### src/rtl/uart_loader_pkg.sv
// uart_loader_pkg: shared constants, bus widths and FSM encoding for the UART boot loader.
// UART_LOADER_CHECKSUM_EN adds the CSUM state.
package uart_loader_pkg;
  localparam int ADDR_W = 32;
  localparam int DATA_W = 32;
  localparam int STRB_W = DATA_W / 8;
  localparam logic [7:0] SYNC_BYTE = 8'hA5;
  typedef enum logic [2:0] {
    SYNC, LEN0, LEN1, DATA, WRITE, DONE
`ifdef UART_LOADER_CHECKSUM_EN
    , CSUM
`endif
  } state_t;
endpackage

### src/rtl/uart_loader_rx_core.sv
// uart_rx_core: 8N1 receiver with 2-FF synchroniser, mid-bit sampling, glitch reject and framing check.
module uart_rx_core #(
  parameter int CLK_DIV = 16
) (
  input  logic       i_clk,
  input  logic       i_rst_n,
  input  logic       i_rx,
  output logic [7:0] o_data,
  output logic       o_valid,
  output logic       o_frame_err
);
  localparam int CW = $clog2(CLK_DIV);
  logic [2:0]    sync;
  logic          busy;
  logic [CW-1:0] cnt;
  logic [3:0]    bit_idx;
  logic [7:0]    sh;
  // sync[1] is the synchronised line, sync[2] its previous value for edge detection
  always_ff @(posedge i_clk or negedge i_rst_n) begin
    if (!i_rst_n) begin
      sync        <= 3'b111;
      busy        <= 1'b0;
      cnt         <= '0;
      bit_idx     <= '0;
      sh          <= '0;
      o_data      <= '0;
      o_valid     <= 1'b0;
      o_frame_err <= 1'b0;
    end else begin
      sync        <= {sync[1:0], i_rx};
      o_valid     <= 1'b0;
      o_frame_err <= 1'b0;
      if (!busy) begin
        if (sync[2] && !sync[1]) begin
          busy    <= 1'b1;
          cnt     <= CW'(CLK_DIV / 2 - 1);
          bit_idx <= '0;
        end
      end else if (cnt != '0) begin
        cnt <= cnt - CW'(1);
      end else begin
        cnt     <= CW'(CLK_DIV - 1);
        bit_idx <= bit_idx + 4'd1;
        if (bit_idx == 4'd0 && sync[1]) begin
          busy <= 1'b0;
        end else if (bit_idx == 4'd9) begin
          busy        <= 1'b0;
          o_valid     <= sync[1];
          o_frame_err <= !sync[1];
          o_data      <= sh;
        end else if (bit_idx != 4'd0) begin
          sh <= {sync[1], sh[7:1]};
        end
      end
    end
  end
endmodule

### src/rtl/uart_loader.sv
// uart_loader: UART boot loader writing a framed image into BRAM, holding the CPU in reset until done.
// Define UART_LOADER_CHECKSUM_EN to require a trailing mod-256 checksum byte.
module uart_loader
  import uart_loader_pkg::*;
#(
  parameter int          CLK_DIV   = 16,
  parameter logic [31:0] BASE_ADDR = 32'h0000_0000,
  parameter int          MEM_WORDS = 8192,
  parameter int          TIMEOUT   = 65536
) (
  input  logic              i_clk,
  input  logic              i_rst_n,
  input  logic              i_rx,
  output logic [ADDR_W-1:0] o_addr,
  output logic [DATA_W-1:0] o_data,
  output logic [STRB_W-1:0] o_wr,
  output logic              o_cpu_rst,
  output logic              o_done,
  output logic              o_err
);
  logic [7:0]        rx_data;
  logic              rx_valid, rx_ferr;
  state_t            state, state_d;
  logic [15:0]       len, len_d, wcnt, wcnt_d;
  logic [23:0]       asm_q, asm_d;
  logic [1:0]        bcnt, bcnt_d;
  logic [31:0]       idle, idle_d;
  logic [7:0]        csum, csum_d;
  logic [ADDR_W-1:0] addr_d;
  logic [DATA_W-1:0] data_d;
  logic [STRB_W-1:0] wr_d;
  logic              cpu_rst_d, done_d, err_d, counting, timeout, abort, fin;

  uart_rx_core #(.CLK_DIV(CLK_DIV)) u_rx (
    .i_clk      (i_clk),
    .i_rst_n    (i_rst_n),
    .i_rx       (i_rx),
    .o_data     (rx_data),
    .o_valid    (rx_valid),
    .o_frame_err(rx_ferr)
  );

  always_ff @(posedge i_clk or negedge i_rst_n) begin
    if (!i_rst_n) begin
      state     <= SYNC;
      len       <= '0;
      wcnt      <= '0;
      asm_q     <= '0;
      bcnt      <= '0;
      idle      <= '0;
      csum      <= '0;
      o_addr    <= BASE_ADDR;
      o_data    <= '0;
      o_wr      <= '0;
      o_cpu_rst <= 1'b1;
      o_done    <= 1'b0;
      o_err     <= 1'b0;
    end else begin
      state     <= state_d;
      len       <= len_d;
      wcnt      <= wcnt_d;
      asm_q     <= asm_d;
      bcnt      <= bcnt_d;
      idle      <= idle_d;
      csum      <= csum_d;
      o_addr    <= addr_d;
      o_data    <= data_d;
      o_wr      <= wr_d;
      o_cpu_rst <= cpu_rst_d;
      o_done    <= done_d;
      o_err     <= err_d;
    end
  end

  always_comb begin
    state_d   = state;
    len_d     = len;
    wcnt_d    = wcnt;
    asm_d     = asm_q;
    bcnt_d    = bcnt;
    csum_d    = csum;
    addr_d    = o_addr;
    data_d    = o_data;
    wr_d      = '0;
    cpu_rst_d = o_cpu_rst;
    done_d    = o_done;
    err_d     = 1'b0;
    fin       = 1'b0;
    counting  = state != SYNC && state != DONE && state != WRITE;
    // a byte arriving on the timeout cycle wins
    timeout   = counting && !rx_valid && idle == 32'(TIMEOUT - 1);
    idle_d    = (rx_valid || !counting) ? '0 : idle + 32'd1;
    abort     = state != SYNC && state != DONE && (rx_ferr || timeout);
    case (state)
      SYNC, DONE: if (rx_valid && rx_data == SYNC_BYTE) begin
        state_d   = LEN0;
        cpu_rst_d = 1'b1;
        done_d    = 1'b0;
        csum_d    = '0;
      end
      LEN0: if (rx_valid) begin
        len_d[7:0] = rx_data;
        csum_d     = csum + rx_data;
        state_d    = LEN1;
      end
      LEN1: if (rx_valid) begin
        len_d[15:8] = rx_data;
        csum_d      = csum + rx_data;
        if ({rx_data, len[7:0]} == 16'd0) begin
          fin = 1'b1;
        end else if ({16'd0, rx_data, len[7:0]} > 32'(MEM_WORDS)) begin
          err_d   = 1'b1;
          state_d = SYNC;
        end else begin
          state_d = DATA;
          wcnt_d  = '0;
          bcnt_d  = '0;
          addr_d  = BASE_ADDR;
        end
      end
      // bytes enter at the top so after three bytes asm_q holds {b2, b1, b0}
      DATA: if (rx_valid) begin
        csum_d = csum + rx_data;
        bcnt_d = bcnt + 2'd1;
        if (bcnt == 2'd3) begin
          data_d  = {rx_data, asm_q};
          wr_d    = '1;
          state_d = WRITE;
        end else begin
          asm_d = {rx_data, asm_q[23:8]};
        end
      end
      WRITE: begin
        addr_d = o_addr + 32'd4;
        wcnt_d = wcnt + 16'd1;
        if (wcnt + 16'd1 == len) fin = 1'b1;
        else state_d = DATA;
      end
`ifdef UART_LOADER_CHECKSUM_EN
      CSUM: if (rx_valid) begin
        if (rx_data == csum) begin
          state_d   = DONE;
          cpu_rst_d = 1'b0;
          done_d    = 1'b1;
        end else begin
          state_d = SYNC;
          err_d   = 1'b1;
        end
      end
`endif
      default: state_d = SYNC;
    endcase
    if (fin) begin
`ifdef UART_LOADER_CHECKSUM_EN
      state_d = CSUM;
`else
      state_d   = DONE;
      cpu_rst_d = 1'b0;
      done_d    = 1'b1;
`endif
    end
    if (abort) begin
      state_d = SYNC;
      err_d   = 1'b1;
    end
  end
endmodule

### config.mk
export PLATFORM = sky130hd
export DESIGN_NAME = uart_loader
export DESIGN_NICKNAME = d
export VERILOG_FILES = /design/src/rtl/uart_loader_pkg.sv /design/src/rtl/uart_loader_rx_core.sv /design/src/rtl/uart_loader.sv
export SDC_FILE = /design/constraint.sdc
export NUM_CORES = 1
export LEC_CHECK = 0
export BUFFER_PORTS_ARGS = -buffer_cell sky130_fd_sc_hd__buf_2
export CAP_MARGIN = 20
export CORE_MARGIN = 2
export CORE_UTILIZATION = 61
export CTS_CLUSTER_SIZE = 28
export DETAILED_ROUTE_END_ITERATION = 8
export PLACE_DENSITY = 0.9
export SYNTH_ARGS = -nofsm -noshare
export SYNTH_HDL_FRONTEND = slang
export SYNTH_SLANG_ARGS = --single-unit
### constraint.sdc
create_clock -name i_clk -period 3.8 [get_ports i_clk]
set_input_delay 0.38 -clock i_clk [delete_from_list [all_inputs] [get_ports i_clk]]
set_output_delay 0.38 -clock i_clk [all_outputs]
set_load 0.1 [all_outputs]
==> impl_metrics.ini <==
[run_status]
status = finished clean

[timing]
skew_ns = 0.00685
rsz0062_at_grt = no
period_minus_slack_ns = 2.74
relSlewSlack = 0.330
worst_pin_slew_ns = 1.00
setup_viol = 0
slew_viol_final = 0
whs_ns = 0.0253
fmax_mhz = 365
fin_crit_sh = 0.722
finalHoldViolCount = 0
final.setup.tns_ns = 0

[placement]
gp_congestion = 0.866
dpl.hpwl_um = 11700
dpl.cell_count = 1036
port-buffer-count = 71

[job]
drv_cap = 0

[drt]
vias = 6454
wl_per_cell_um = 17.2
top_layer_used = met4
ant_nets = 0
routed-wl-met3_um = 1230
wl_met2_um = 8970
drt_iter0_markers = 471
drt-met1-wl_um = 7950
remaining_drc_errors = 0
viasPerCell = 6.04
wl_um = 18400
dr.pass1.iters = 5

[synthesis]
synth_seq_cells = 189
yosysWarnings = 0
synth.top_cells.by_area = dfrtp_1, mux2_2, nor2_1, xnor2_1, xor2_1
synth-edff-count = 0
syn_area_um2 = 8910
ys_types = 63
synth-main-ff-cell = dfrtp_1
synth_top_area_frac = 0.520
async_reset_ff_frac = 1.00
netlist.top_cell.by_area = dfrtp_1
syn_avg_cell_area_um2 = 11.0
yosysSeqAreaShare = 0.531
syn_inst = 813

[floorplan]
core_area_um2 = 14400
die_h_um = 125
die_w_um = 125
rows = 44
die-area_um2 = 15600
start_util = 0.618
pin_count = 74

[cells_and_area]
syn_to_final_growth_pct = 12.3
final_cell_mix = dfrtp_1, nor2_1, mux2_2
layout.cells.non_filler = 1068
final_common_cell = dfrtp_1
layout-drive-gt1-share = 0.256
diodes = 0
fin_nets = 882
utilization = 0.694

[worst_setup_path]
r2r_end = o_addr[5]
critical_path_arrival_ns = 3.10
required_ns = 4.15
cp-end-kind = register
path_max_fanout = 23
rrSetupSlack_ns = 1.06
path_class = register to register
r2r_cells = 8
r2r_start = u_rx.o_data[3]
crit_path_start_kind = register

[clock_tree]
clk-insertion-delay-late_ns = 0.44
clockRootBuffer = clkbuf_16
cts_sinks = 189
htree_levels = 4
clockBufferDepth = 2
post_cts_resized = 0
cts_made_buffers = 17
cts_setup_buffers = 0
cts_tree = built
postCtsHoldBufs = 0
path_clk_slew_ns = 0.07

[power_and_ir_drop]
vdd_drop_max_uv = 349
p_per_area_nw_per_um2 = 416
leakage_nw = 4.75

[grt]
grt_usage = 0.243
grt_max_degree = 112
gr-total-overflow = 0
grt_antenna_before_repair = 0
grt_pass1_vias = 6229
grt_pass1_wl_um = 30800

[worst_hold_path]
hold_path.class = primary input to async pin
[registers in the layout, indices dropped and copies added, names as in the netlist, 2 cells and up]
signal	count
idle	32
state	3
o_addr	30
u_rx.cnt	4
o_data	32
asm_q	24
wcnt	16
u_rx.bit_idx	4
bcnt	2
u_rx.sh	8
u_rx.o_data	8
len	16
u_rx.sync	3
[critical path, cell delays in order, from the launching register on]
cell and delay (ns):
dfrtp_1 0.47, nor3_1 0.37, nand4_1 0.25, xor2_1 0.22, a21oi_2 0.16, buf_4 0.26, or2_1 0.62, o21ai_0 0.19
o21ai_0 0.11
[routing by layer]
metal | track usage | vias to the layer above
met2 | 0.394 | 239
met3 | 0.0670 | 24
met5 | 0 | -
met1 | 0.325 | 3210
met4 | 0.0706 | 0
li1 | - | 2981
[report_power, final]
part	internal, W	total [W]	switching [W]
combinational	0.0000744	0.000200	0.000126
clock	0.00104	0.00185	0.000808
sequential	0.00206	0.00211	0.0000482
[kinds of logic (layout without fill, tap and decap cells)]
family	count (synthesis)	in the layout	synth area share
buffers and inverters	58	128	0.0300
AOI/OAI and AO/OA	109	109	0.0751
DFF	189	189	0.531
xor gates and xnor gates	69	69	0.0678
adders and majority gates	8	8	0.0112
other	1	2	0.000421
and+or+nand+nor	292	292	0.174
muxes	87	87	0.110
[cell usage after synthesis, types with 4 or more instances]
master,n
a21oi_1,22
a22o_1,5
a31oi_1,10
and3_1,14
buf_2,13
buf_4,7
clkbuf_1,21
dfrtp_1,185
dfstp_2,4
ha_1,8
inv_1,15
mux2_2,87
nand2_1,53
nand3_1,28
nand3b_1,6
nand4_1,24
nor2_1,91
nor3_1,12
nor3_2,5
nor4_1,23
nor4b_1,4
o21ai_0,34
o21ai_1,10
o31ai_1,6
or3_1,4
xnor2_1,39
xor2_1,30
[final cells by class]
cell class | instances | area (µm²)
repair buffers | 81 | 452
fillers | 1016 | 4410
clock inverters | 12 | 154
inverters | 15 | 56.3
well taps | 184 | 230
flip-flops and latches | 189 | 4730
multi-input cells | 567 | 3920
clock buffers | 20 | 467
[per-stage QoR]
step | total power [W] | setup WS [ns] | instance area (µm²)
after floorplan | 0.00227 | 1.17 | 8910
after global placement | 0.00233 | 1.28 | 9390
after detailed placement | 0.00235 | 1.15 | 9390
after CTS | 0.00418 | 1.08 | 10000
after global routing | 0.00430 | 0.859 | 10000
final | 0.00416 | 1.06 | 10000
[how the worst max path moves through the flow]
stage / startpoint / to / slack (ns) / cells past startpoint
after floorplan: o_addr[2] / o_addr[30] / 1.17 / 9
final: u_rx.o_data[3] / o_addr[5] / 1.06 / 8
after global placement: u_rx.o_data[3] / wcnt[5] / 1.28 / 8
after detailed placement: u_rx.o_data[3] / o_addr[5] / 1.15 / 8
after CTS: u_rx.o_data[3] / o_addr[5] / 1.08 / 8
after global routing: u_rx.o_data[3] / wcnt[9] / 0.86 / 8
No activity file was read; power rests on OpenSTA's default activity.
